<file path="config.mk">
export PLATFORM = sky130hd
export DESIGN_NAME = stage2_instr_decoder_flat
export DESIGN_NICKNAME = d
export VERILOG_FILES = /design/src/rtl/stage2_instr_decoder_if.sv /design/src/rtl/stage2_instr_decoder.sv /design/src/flat_wrapper.sv
export SDC_FILE = /design/constraint.sdc
export NUM_CORES = 1
export LEC_CHECK = 0
export ABC_CLOCK_PERIOD_IN_PS = 6900
export CORE_MARGIN = 5
export CORE_UTILIZATION = 51
export CTS_BUF_LIST = sky130_fd_sc_hd__clkbuf_4 sky130_fd_sc_hd__clkbuf_8
export CTS_CLUSTER_DIAMETER = 80
export DETAILED_ROUTE_END_ITERATION = 8
export DONT_BUFFER_PORTS = 1
export GPL_ROUTABILITY_DRIVEN = 0
export PLACE_DENSITY = 0.66
export SETUP_SLACK_MARGIN = 0.5
export SLEW_MARGIN = 15
export SYNTH_ARGS = -nofsm -noshare
export SYNTH_HDL_FRONTEND = slang
export SYNTH_SLANG_ARGS = --single-unit
</file>
<file path="constraint.sdc">
create_clock -name clk -period 6.9 [get_ports clk]
set_clock_uncertainty 0.2 [all_clocks]
set_input_delay 1.035 -clock clk [delete_from_list [all_inputs] [get_ports clk]]
set_output_delay 1.035 -clock clk [all_outputs]
set_load 0.02 [all_outputs]
</file>
<file path="src/rtl/stage2_instr_decoder_if.sv">
// Handshake bundle between fetch, the decode stage and execute.
// Carries the fetch-side word, the decoded word and the redirect path.
interface stage2_instr_decoder_if #(
  parameter int PC_W      = 10,
  parameter int REG_IDX_W = 5
);
  logic                 in_valid;
  logic                 in_ready;
  logic [7:0]           in_instr1;
  logic [7:0]           in_instr2;
  logic [7:0]           in_instr3;
  logic [7:0]           in_instr4;
  logic [PC_W-1:0]      in_pc;
  logic                 out_valid;
  logic                 out_ready;
  logic [2:0]           out_class;
  logic [2:0]           out_func;
  logic [REG_IDX_W-1:0] out_rd;
  logic [REG_IDX_W-1:0] out_rs;
  logic [15:0]          out_imm;
  logic [PC_W-1:0]      out_pc;
  logic                 redirect_valid;
  logic [PC_W-1:0]      redirect_pc;
  logic                 halted;

  modport master (
    output in_valid, in_instr1, in_instr2,
    output in_instr3, in_instr4, in_pc,
    output out_ready,
    input  in_ready, out_valid, out_class,
    input  out_func, out_rd, out_rs, out_imm,
    input  out_pc, redirect_valid,
    input  redirect_pc, halted
  );

  modport slave (
    input  in_valid, in_instr1, in_instr2,
    input  in_instr3, in_instr4, in_pc,
    input  out_ready,
    output in_ready, out_valid, out_class,
    output out_func, out_rd, out_rs, out_imm,
    output out_pc, redirect_valid,
    output redirect_pc, halted
  );
endinterface

</file>
<file path="src/rtl/stage2_instr_decoder.sv">
// Decode stage: 2-entry skid FIFO, decoder, output register.
// JMP is resolved here as a fetch redirect; HALT stops intake.
module stage2_instr_decoder #(
  parameter int PC_W      = 10,
  parameter int REG_IDX_W = 5
) (
  input  logic clk,
  input  logic rst,
  stage2_instr_decoder_if.slave bus
);

  localparam logic [7:0] OP_NOP  = 8'h00;
  localparam logic [7:0] OP_ALU  = 8'h01;
  localparam logic [7:0] OP_LDI  = 8'h02;
  localparam logic [7:0] OP_JMP  = 8'h10;
  localparam logic [7:0] OP_JZ   = 8'h11;
  localparam logic [7:0] OP_HALT = 8'hFF;

  localparam logic [2:0] CLS_NOP  = 3'd0;
  localparam logic [2:0] CLS_ALU  = 3'd1;
  localparam logic [2:0] CLS_LDI  = 3'd2;
  localparam logic [2:0] CLS_JZ   = 3'd3;
  localparam logic [2:0] CLS_HALT = 3'd4;
  localparam logic [2:0] CLS_ILL  = 3'd7;

  typedef struct packed {
    logic [7:0]      b1;
    logic [7:0]      b2;
    logic [7:0]      b3;
    logic [7:0]      b4;
    logic [PC_W-1:0] pc;
  } entry_t;

  typedef struct packed {
    logic [2:0]           cls;
    logic [2:0]           func;
    logic [REG_IDX_W-1:0] rd;
    logic [REG_IDX_W-1:0] rs;
    logic [15:0]          imm;
    logic [PC_W-1:0]      pc;
  } dec_t;

  function automatic dec_t decode(entry_t e);
    dec_t d;
    d.func = e.b2[7:5];
    d.rd   = e.b2[REG_IDX_W-1:0];
    d.rs   = e.b3[REG_IDX_W-1:0];
    d.imm  = {e.b3, e.b4};
    d.pc   = e.pc;
    unique case (1'b1)
      (e.b1 == OP_NOP):  d.cls = CLS_NOP;
      (e.b1 == OP_ALU):  d.cls = CLS_ALU;
      (e.b1 == OP_LDI):  d.cls = CLS_LDI;
      (e.b1 == OP_JZ):   d.cls = CLS_JZ;
      (e.b1 == OP_HALT): d.cls = CLS_HALT;
      default:           d.cls = CLS_ILL;
    endcase
    return d;
  endfunction

  entry_t     mem_q [2];
  entry_t     mem_d [2];
  logic       rd_ptr_q, rd_ptr_d;
  logic       wr_ptr_q, wr_ptr_d;
  logic [1:0] cnt_q, cnt_d;
  logic       out_valid_q, out_valid_d;
  dec_t       out_q, out_d;
  logic       halted_q, halted_d;
  logic       live_q, live_d;

  entry_t in_e;
  entry_t head;
  logic   empty, full, head_jmp;
  logic   halt_hs, adv, redirect;
  logic   in_ready, push, bypass;
  logic   wr_en, pop_load, flush;

  assign in_e = '{b1: bus.in_instr1, b2: bus.in_instr2,
                  b3: bus.in_instr3, b4: bus.in_instr4,
                  pc: bus.in_pc};
  assign head = mem_q[rd_ptr_q];

  // Handshake and flow-control decisions for this cycle.
  always_comb begin
    empty    = (cnt_q == 2'd0);
    full     = (cnt_q == 2'd2);
    head_jmp = !empty && (head.b1 == OP_JMP);
    halt_hs  = out_valid_q && bus.out_ready &&
               (out_q.cls == CLS_HALT);
    adv      = live_q && !halted_q && !halt_hs &&
               (!out_valid_q || bus.out_ready);
    redirect = adv && head_jmp;
    in_ready = live_q && !full && !halted_q && !redirect;
    push     = bus.in_valid && in_ready;
    bypass   = adv && empty && push && (in_e.b1 != OP_JMP);
    wr_en    = push && !bypass;
    pop_load = adv && !empty && !head_jmp;
    flush    = redirect || halt_hs;
  end

  // Skid FIFO bookkeeping; a JMP or HALT drops younger words.
  always_comb begin
    mem_d    = mem_q;
    rd_ptr_d = rd_ptr_q;
    wr_ptr_d = wr_ptr_q;
    cnt_d    = cnt_q;
    if (flush) begin
      rd_ptr_d = 1'b0;
      wr_ptr_d = 1'b0;
      cnt_d    = 2'd0;
    end else begin
      if (wr_en) begin
        mem_d[wr_ptr_q] = in_e;
        wr_ptr_d        = ~wr_ptr_q;
      end
      if (pop_load) rd_ptr_d = ~rd_ptr_q;
      cnt_d = cnt_q + 2'(wr_en) - 2'(pop_load);
    end
  end

  // Output register: refill from FIFO head or straight from input.
  always_comb begin
    out_valid_d = out_valid_q;
    out_d       = out_q;
    halted_d    = halted_q || halt_hs;
    live_d      = 1'b1;
    if (halt_hs) begin
      out_valid_d = 1'b0;
    end else if (adv) begin
      out_valid_d = pop_load || bypass;
      if (pop_load)    out_d = decode(head);
      else if (bypass) out_d = decode(in_e);
    end
  end

  // State registers.
  always_ff @(posedge clk or negedge rst) begin
    if (!rst) begin
      mem_q       <= '{default: '0};
      rd_ptr_q    <= 1'b0;
      wr_ptr_q    <= 1'b0;
      cnt_q       <= 2'd0;
      out_valid_q <= 1'b0;
      out_q       <= '0;
      halted_q    <= 1'b0;
      live_q      <= 1'b0;
    end else begin
      mem_q       <= mem_d;
      rd_ptr_q    <= rd_ptr_d;
      wr_ptr_q    <= wr_ptr_d;
      cnt_q       <= cnt_d;
      out_valid_q <= out_valid_d;
      out_q       <= out_d;
      halted_q    <= halted_d;
      live_q      <= live_d;
    end
  end

  assign bus.in_ready       = in_ready;
  assign bus.out_valid      = out_valid_q;
  assign bus.out_class      = out_q.cls;
  assign bus.out_func       = out_q.func;
  assign bus.out_rd         = out_q.rd;
  assign bus.out_rs         = out_q.rs;
  assign bus.out_imm        = out_q.imm;
  assign bus.out_pc         = out_q.pc;
  assign bus.redirect_valid = redirect;
  assign bus.redirect_pc    = redirect ?
                              PC_W'({head.b3, head.b4}) : '0;
  assign bus.halted         = halted_q;

endmodule

</file>
<file path="src/flat_wrapper.sv">
// flat-port wrapper written by rule: the top's interface ports become plain ports
module stage2_instr_decoder_flat 
#(
  parameter int PC_W      = 10,
  parameter int REG_IDX_W = 5
)
  (clk, rst, bus_in_valid, bus_in_instr1, bus_in_instr2, bus_in_instr3, bus_in_instr4, bus_in_pc, bus_out_ready, bus_in_ready, bus_out_valid, bus_out_class, bus_out_func, bus_out_rd, bus_out_rs, bus_out_imm, bus_out_pc, bus_redirect_valid, bus_redirect_pc, bus_halted);
  stage2_instr_decoder_if #(.PC_W(PC_W), .REG_IDX_W(REG_IDX_W)) bus_i ();
  input  logic clk;
  input  logic rst;
  input wire logic [$bits(bus_i.in_valid)-1:0] bus_in_valid;
  input wire logic [$bits(bus_i.in_instr1)-1:0] bus_in_instr1;
  input wire logic [$bits(bus_i.in_instr2)-1:0] bus_in_instr2;
  input wire logic [$bits(bus_i.in_instr3)-1:0] bus_in_instr3;
  input wire logic [$bits(bus_i.in_instr4)-1:0] bus_in_instr4;
  input wire logic [$bits(bus_i.in_pc)-1:0] bus_in_pc;
  input wire logic [$bits(bus_i.out_ready)-1:0] bus_out_ready;
  output wire logic [$bits(bus_i.in_ready)-1:0] bus_in_ready;
  output wire logic [$bits(bus_i.out_valid)-1:0] bus_out_valid;
  output wire logic [$bits(bus_i.out_class)-1:0] bus_out_class;
  output wire logic [$bits(bus_i.out_func)-1:0] bus_out_func;
  output wire logic [$bits(bus_i.out_rd)-1:0] bus_out_rd;
  output wire logic [$bits(bus_i.out_rs)-1:0] bus_out_rs;
  output wire logic [$bits(bus_i.out_imm)-1:0] bus_out_imm;
  output wire logic [$bits(bus_i.out_pc)-1:0] bus_out_pc;
  output wire logic [$bits(bus_i.redirect_valid)-1:0] bus_redirect_valid;
  output wire logic [$bits(bus_i.redirect_pc)-1:0] bus_redirect_pc;
  output wire logic [$bits(bus_i.halted)-1:0] bus_halted;
  assign bus_i.in_valid = bus_in_valid;
  assign bus_i.in_instr1 = bus_in_instr1;
  assign bus_i.in_instr2 = bus_in_instr2;
  assign bus_i.in_instr3 = bus_in_instr3;
  assign bus_i.in_instr4 = bus_in_instr4;
  assign bus_i.in_pc = bus_in_pc;
  assign bus_i.out_ready = bus_out_ready;
  assign bus_in_ready = bus_i.in_ready;
  assign bus_out_valid = bus_i.out_valid;
  assign bus_out_class = bus_i.out_class;
  assign bus_out_func = bus_i.out_func;
  assign bus_out_rd = bus_i.out_rd;
  assign bus_out_rs = bus_i.out_rs;
  assign bus_out_imm = bus_i.out_imm;
  assign bus_out_pc = bus_i.out_pc;
  assign bus_redirect_valid = bus_i.redirect_valid;
  assign bus_redirect_pc = bus_i.redirect_pc;
  assign bus_halted = bus_i.halted;
  stage2_instr_decoder #(.PC_W(PC_W), .REG_IDX_W(REG_IDX_W)) u_core (.clk(clk), .rst(rst), .bus(bus_i));
endmodule
</file>
==> results of run 1 <==
-- how the worst max path moves through the flow --
stage,startpoint,to,slack [ns]
after floorplan,bus_in_instr1[2],u_core.bus.out_imm[7]$_DFFE_PN0P_,3.28
after global routing,u_core.rd_ptr_q$_DFFE_PN0P_,u_core.mem_q[36]$_DFFE_PN0P_,2.56
after detailed placement,bus_in_instr1[2],u_core.mem_q[9]$_DFFE_PN0P_,2.58
final,u_core.rd_ptr_q$_DFFE_PN0P_,u_core.mem_q[35]$_DFFE_PN0P_,2.75
after CTS,u_core.rd_ptr_q$_DFFE_PN0P_,u_core.mem_q[35]$_DFFE_PN0P_,2.74
after global placement,bus_in_instr1[2],u_core.mem_q[39]$_DFFE_PN0P_,2.60
-- per-stage QoR --
step           utilization  std cells  setup WS, ns  total power [mW]  area [µm²]
2_1_floorplan            -        479          3.28              2.43        6260
6_report             0.555        632          2.75              3.23        6670
5_1_grt              0.555        632          2.56              3.43        6670
3_5_place_dp         0.526        602          2.58              2.66        6310
3_3_place_gp         0.526        602          2.60              2.61        6310
4_1_cts              0.555        632          2.74              3.25        6670
-- flip-flops by register name, summed over array words and instances (netlist names) --
signal	flops
u_core.bus.out_imm	16
u_core.wr_ptr_q	1
u_core.bus.out_pc	10
u_core.mem_q	84
u_core.bus.out_valid	1
u_core.bus.out_func	3
u_core.live_q	1
u_core.bus.out_class	3
u_core.bus.halted	1
u_core.cnt_q	2
u_core.bus.out_rd	5
u_core.rd_ptr_q	1
-- cell usage after synthesis (all sizes together) (2+ instances only) --
cell type | n | area share
clkbuf | 12 | 0.0072
nor4b | 3 | 0.0066
o21ai | 53 | 0.042
nor2 | 17 | 0.010
buf | 20 | 0.029
nand2 | 9 | 0.0054
nor3 | 2 | 0.0016
nand2b | 4 | 0.0040
a21oi | 2 | 0.0016
or4 | 3 | 0.0042
o22ai | 3 | 0.0030
inv | 14 | 0.0084
nand3b | 3 | 0.0036
o31ai | 3 | 0.0036
and3 | 2 | 0.0020
dfrtp | 128 | 0.51
mux2 | 120 | 0.24
or2 | 2 | 0.0020
nand3 | 4 | 0.0032
nor2b | 2 | 0.0020
mux2i | 47 | 0.075
xor2 | 3 | 0.0042
nor4 | 2 | 0.0020
ha | 2 | 0.0040
nand4 | 2 | 0.0020
or3 | 4 | 0.0040
-- report_power, final --
group / switching, mW / leakage, nW / internal, mW / total (mW)
Sequential: 0.427 / 1.54 / 1.12 / 1.55
Clock: 0.284 / 0.184 / 0.303 / 0.586
Combinational: 0.454 / 1.44 / 0.636 / 1.09
Total: 1.16 / 3.16 / 2.06 / 3.23
-- area by class of cell --
type | count | share of cell area
well taps | 147 | 0.0276
inverters | 14 | 0.00788
repair buffers | 8 | 0.00900
multi-input cells | 305 | 0.422
flip-flops and latches | 128 | 0.480
clock buffers | 25 | 0.0488
clock inverters | 5 | 0.00450
-- cells by family after synthesis --
logic type	synth area share
mux	0.315
xor+xnor	0.00560
compound gates	0.0609
simple gates	0.0579
other cells	0.000599
flops	0.511
buf+inv	0.0446
fa+ha+maj	0.00400
-- placed cells by master, fill, tap and decap left out, drive strengths merged, types with 4 or more instances in the layout --
cell type  instances
nand2b             4
nor2              17
o21ai             53
mux2i             47
buf                8
nand3              4
inv               14
clkbuf            25
dfrtp            128
mux2             120
nand2              9
or3                4
-- layer usage --
layer | vias to the layer above | GRT usage | wire length [µm]
li1 | 1700 | - | -
met1 | 1951 | 0.248 | 5980
met2 | 102 | 0.299 | 6360
met3 | 15 | 0.0702 | 944
met4 | 0 | 0.0623 | 151
met5 | - | 0 | 0
-- critical path: stages, from the launching register on --
cell,delay (ns)
dfrtp_2,0.52
nor4b_1,0.35
o22ai_1,0.30
or3_1,0.72
inv_1,0.38
or3_2,0.61
buf_4,0.54
mux2_2,0.39
==> results.py, run 1 <==
metrics = {
    "placed_design": {
        "portBuffers": 0,
        "hpwl_mm": 8.28,
    },
    "route": {
        "dr_total_vias": 3768,
        "drc": 0,
        "ant_nets": 0,
        "routed_wl_mm": 13.4,
        "vias_per_cell": 5.96,
        "wl_per_cell_um": 21.3,
        "drtPass1Iterations": 4,
        "first_iter_violations": 243,
    },
    "timing": {
        "rsz0062_at_grt": "no",
        "fmax_mhz": 241,
        "finalSetupViolations": 0,
        "finalHoldViolations": 0,
        "fin_crit_ns": 4.15,
        "tns_ns": 0,
        "finalCritPeriodShare": 0.602,
        "tightest_slew_ns": 0.720,
        "slew_viol_final": 0,
        "hold_ws_ns": 0.0901,
        "slew_headroom": 0.520,
    },
    "global_route": {
        "grt_pass1_wl_mm": 21.7,
        "grt_pass1_vias": 3989,
        "grt_usage": 0.191,
        "grt_max_degree": 129,
        "grt_remaining_overflow": 0,
        "antenna_found_initial": 0,
    },
    "layout": {
        "antenna_cells": 0,
        "fin_nets": 522,
        "layout-drive-gt1-share": 0.338,
        "multi_input_area_um2": 2810,
        "area_growth_pct": 6.51,
        "ff_latch_area_um2": 3200,
        "num-fill-cells": 994,
    },
    "worst_setup_path": {
        "timing_worst_setup_path_type": "reg2reg",
        "cp.required_ns": 7.02,
        "rr_worst_depth": 7,
        "reg2reg_to": "u_core.mem_q[35]$_DFFE_PN0P_",
        "rr_startpoint": "u_core.rd_ptr_q$_DFFE_PN0P_",
        "setup.worst_path.end_class": "register",
        "worstPathMaxFanout": 25,
        "start_kind": "register",
        "r2r_setup_slack_ns": 2.75,
        "critPathArrivalTime_ns": 4.27,
    },
    "die": {
        "die_h_um": 121,
        "ioPinCount": 102,
        "dieArea_um2": 14600,
        "initial_core_util": 0.521,
        "placementRows": 40,
        "fp.dieW_um": 121,
        "core_um2": 12000,
    },
    "clocking": {
        "post_cts_resized": 0,
        "post_cts.repair.setup_buffers": 0,
        "clock_latency_ns": 0.44,
        "cts.root.buffer_cell": "clkbuf_8",
        "cts_tree": "built",
        "clock-sinks": 128,
        "cts_max_level": 4,
        "cts_inserted_buffers": 17,
        "clkTransAtPathRegs_ns": 0.07,
        "holdBufCountCts": 0,
        "cts_max_path_buffers": 2,
    },
    "synth": {
        "syn_area_per_cell_um2": 13.1,
        "syn-num-nets": 527,
        "ys_seq_elements": 128,
        "synth.yosys.warnings": 0,
        "synth-edff-count": 0,
        "synth_area_um2": 6260,
        "ys_types": 49,
        "async_reset_ff_frac": 1.00,
        "ys.flop_type": "dfrtp_1",
        "synth_cells": 479,
        "ys_seq_area_frac": 0.511,
    },
    "outcome": {
        "outcome": "complete, no violations",
    },
    "run": {
        "cap_violations": 0,
    },
    "pwr": {
        "p_leak_nw": 3.16,
        "vdd.ir_drop.worst_mv": 0.214,
        "powerDensity_nw_per_um2": 484,
    },
    "worst_hold_path": {
        "min_path_type": "in2async",
    },
}
No activity file was read; power rests on OpenSTA's default activity.
==> inputs of run 2 (changes only) <==
Settings changed: ABC_CLOCK_PERIOD_IN_PS 6900 to 3700, PLACE_DENSITY 0.66 to 0.69.
Clock period 6.9 ns to 3.7 ns, I/O delays scaled along.
==> results.py, run 2 (synthesis gave the netlist of run 1 again) <==
metrics = {
    "outcome": {
        "outcome": "finished, violations left",
        "violations": "hold timing",
    },
    "layout": {
        "layout-drive-gt1-share": 0.379,
        "stdcell_area_um2": 6890,
        "final_common_cell": "dfrtp_1",
        "final_cell_mix": "125 x dfrtp_1, 78 x mux2_2, 51 x o21ai_0, 47 x mux2i_1, 40 x mux2_4",
        "area_growth_pct": 9.97,
        "regMostFlops": "u_core.mem_q",
        "largest_reg_flops": 84,
        "instances_no_fill": 640,
        "final_util": 0.573,
        "fin_nets": 528,
        "antenna_cells": 0,
    },
    "pwr": {
        "vdd.ir_drop.worst_mv": 0.458,
        "p_leak_nw": 3.23,
        "p_total_mw": 6.27,
        "powerDensity_nw_per_um2": 910,
    },
    "global_route": {
        "grt_pass1_wl_mm": 21.8,
        "antenna_found_initial": 0,
        "grt_remaining_overflow": 0,
        "grt_usage": 0.195,
        "grt_max_degree": 129,
        "grt_pass1_vias": 4050,
    },
    "die": {
        "fp.dieW_um": 121,
        "core_um2": 12000,
        "ioPinCount": 102,
        "initial_core_util": 0.521,
        "placementRows": 40,
        "dieArea_um2": 14600,
        "die_h_um": 121,
    },
    "worst_setup_path": {
        "setup.worst_path.end_class": "output pin",
        "start_kind": "register",
        "timing_worst_setup_path_type": "reg2out",
        "worstPathMaxFanout": 14,
        "r2r_setup_slack_ns": 0.79,
        "cp.required_ns": 2.94,
        "critPathArrivalTime_ns": 2.31,
    },
    "timing": {
        "rsz0062_at_grt": "no",
        "fin_crit_ns": 3.06,
        "fmax_mhz": 326,
        "finalHoldViolations": 128,
        "slew_headroom": 0.581,
        "finalCritPeriodShare": 0.828,
        "tightest_slew_ns": 0.624,
        "hold_ws_ns": -0.397,
        "slew_viol_final": 0,
        "tns_ns": 0,
        "finalSetupViolations": 0,
    },
    "clocking": {
        "post_cts.repair.setup_buffers": 0,
        "cts_max_level": 4,
        "cts.root.buffer_cell": "clkbuf_8",
        "clock_latency_ns": 0.45,
        "clock-sinks": 128,
        "cts_max_path_buffers": 2,
        "cts_tree": "built",
        "clkTransAtPathRegs_ns": 0.07,
        "cts_inserted_buffers": 17,
    },
    "route": {
        "vias_per_cell": 5.97,
        "ant_nets": 0,
        "routed_wl_mm": 13.4,
        "drc": 0,
        "first_iter_violations": 263,
        "dr_total_vias": 3822,
        "drtPass1Iterations": 4,
        "wl_per_cell_um": 20.9,
    },
    "run": {
        "cap_violations": 0,
    },
    "placed_design": {
        "portBuffers": 0,
        "dp.cells": 606,
        "hpwl_mm": 8.49,
        "placed_area_um2": 6380,
    },
    "worst_hold_path": {
        "min_path_type": "in2async",
    },
}
-- run 2: cell types whose count changed in the layout (fill, tap and decap cells not counted), sizes merged --
cell,delta
clkbuf,-7
buf,+4
clkinv,+4
bufinv,+3
clkinvlp,+2
dlygate4sd3,+2
-- run 2: final cells by class --
| cell class | count | area [µm²] |
|---|---|---|
| sequential | 128 | 3210 |
| clock inverter | 14 | 166 |
| clock buffer | 18 | 248 |
| multi-input combinational | 305 | 2880 |
| inverter | 14 | 52.6 |
| fill | 971 | 5120 |
| tap | 147 | 184 |
| timing repair buffer | 14 | 151 |
-- run 2: metrics by stage --
step	hold WS [ns]	setup slack, ns
2_1_floorplan	0.0594	0.550
3_3_place_gp	0.0662	0.369
3_5_place_dp	0.0663	0.354
4_1_cts	-0.445	0.484
5_1_grt	-0.454	0.519
6_report	-0.397	0.636
-- run 2: power by group --
group | internal, mW | switching (mW)
combinational | 1.23 | 0.877
clock | 0.680 | 0.574
sequential | 2.10 | 0.810
total | 4.01 | 2.26
-- run 2: layer usage --
layer  track usage  routed length [µm]
met1         0.238                5670
met2         0.306                6510
met3        0.0697                 940
met4        0.0949                 283
met5             0                   0
-- run 2: final timing paths --
path,from,end,depth (start not counted)
hold reg to reg,u_core.mem_q[63]$_DFFE_PN0P_,u_core.mem_q[63]$_DFFE_PN0P_,1
min in group clk,bus_in_instr3[3],u_core.mem_q[63]$_DFFE_PN0P_,1
max in group asynchronous,rst,u_core.mem_q[81]$_DFFE_PN0P_,0
hold / removal,rst,u_core.mem_q[36]$_DFFE_PN0P_,0
setup reg to reg,u_core.bus.out_class[1]$_DFFE_PN0P_,u_core.mem_q[39]$_DFFE_PN0P_,8
setup / recovery,u_core.bus.out_class[2]$_DFFE_PN0P_,bus_redirect_pc[9],5
-- run 2: worst max-delay path, cell delays in order, from the launching register on --
cell and delay, ns:
dfrtp_2 0.46, nor4bb_4 0.19, or3_1 0.42, or3_1 0.33, buf_6 0.19, nor2_2 0.26
-- run 2: timing repair --
| item | 4_1_cts | 5_1_grt |
|---|---|---|
| endpoints found under the setup margin | 11 | 96 |
| endpoints found under the hold margin | 128 | 130 |
| gates resized for setup | 6 | 14 |
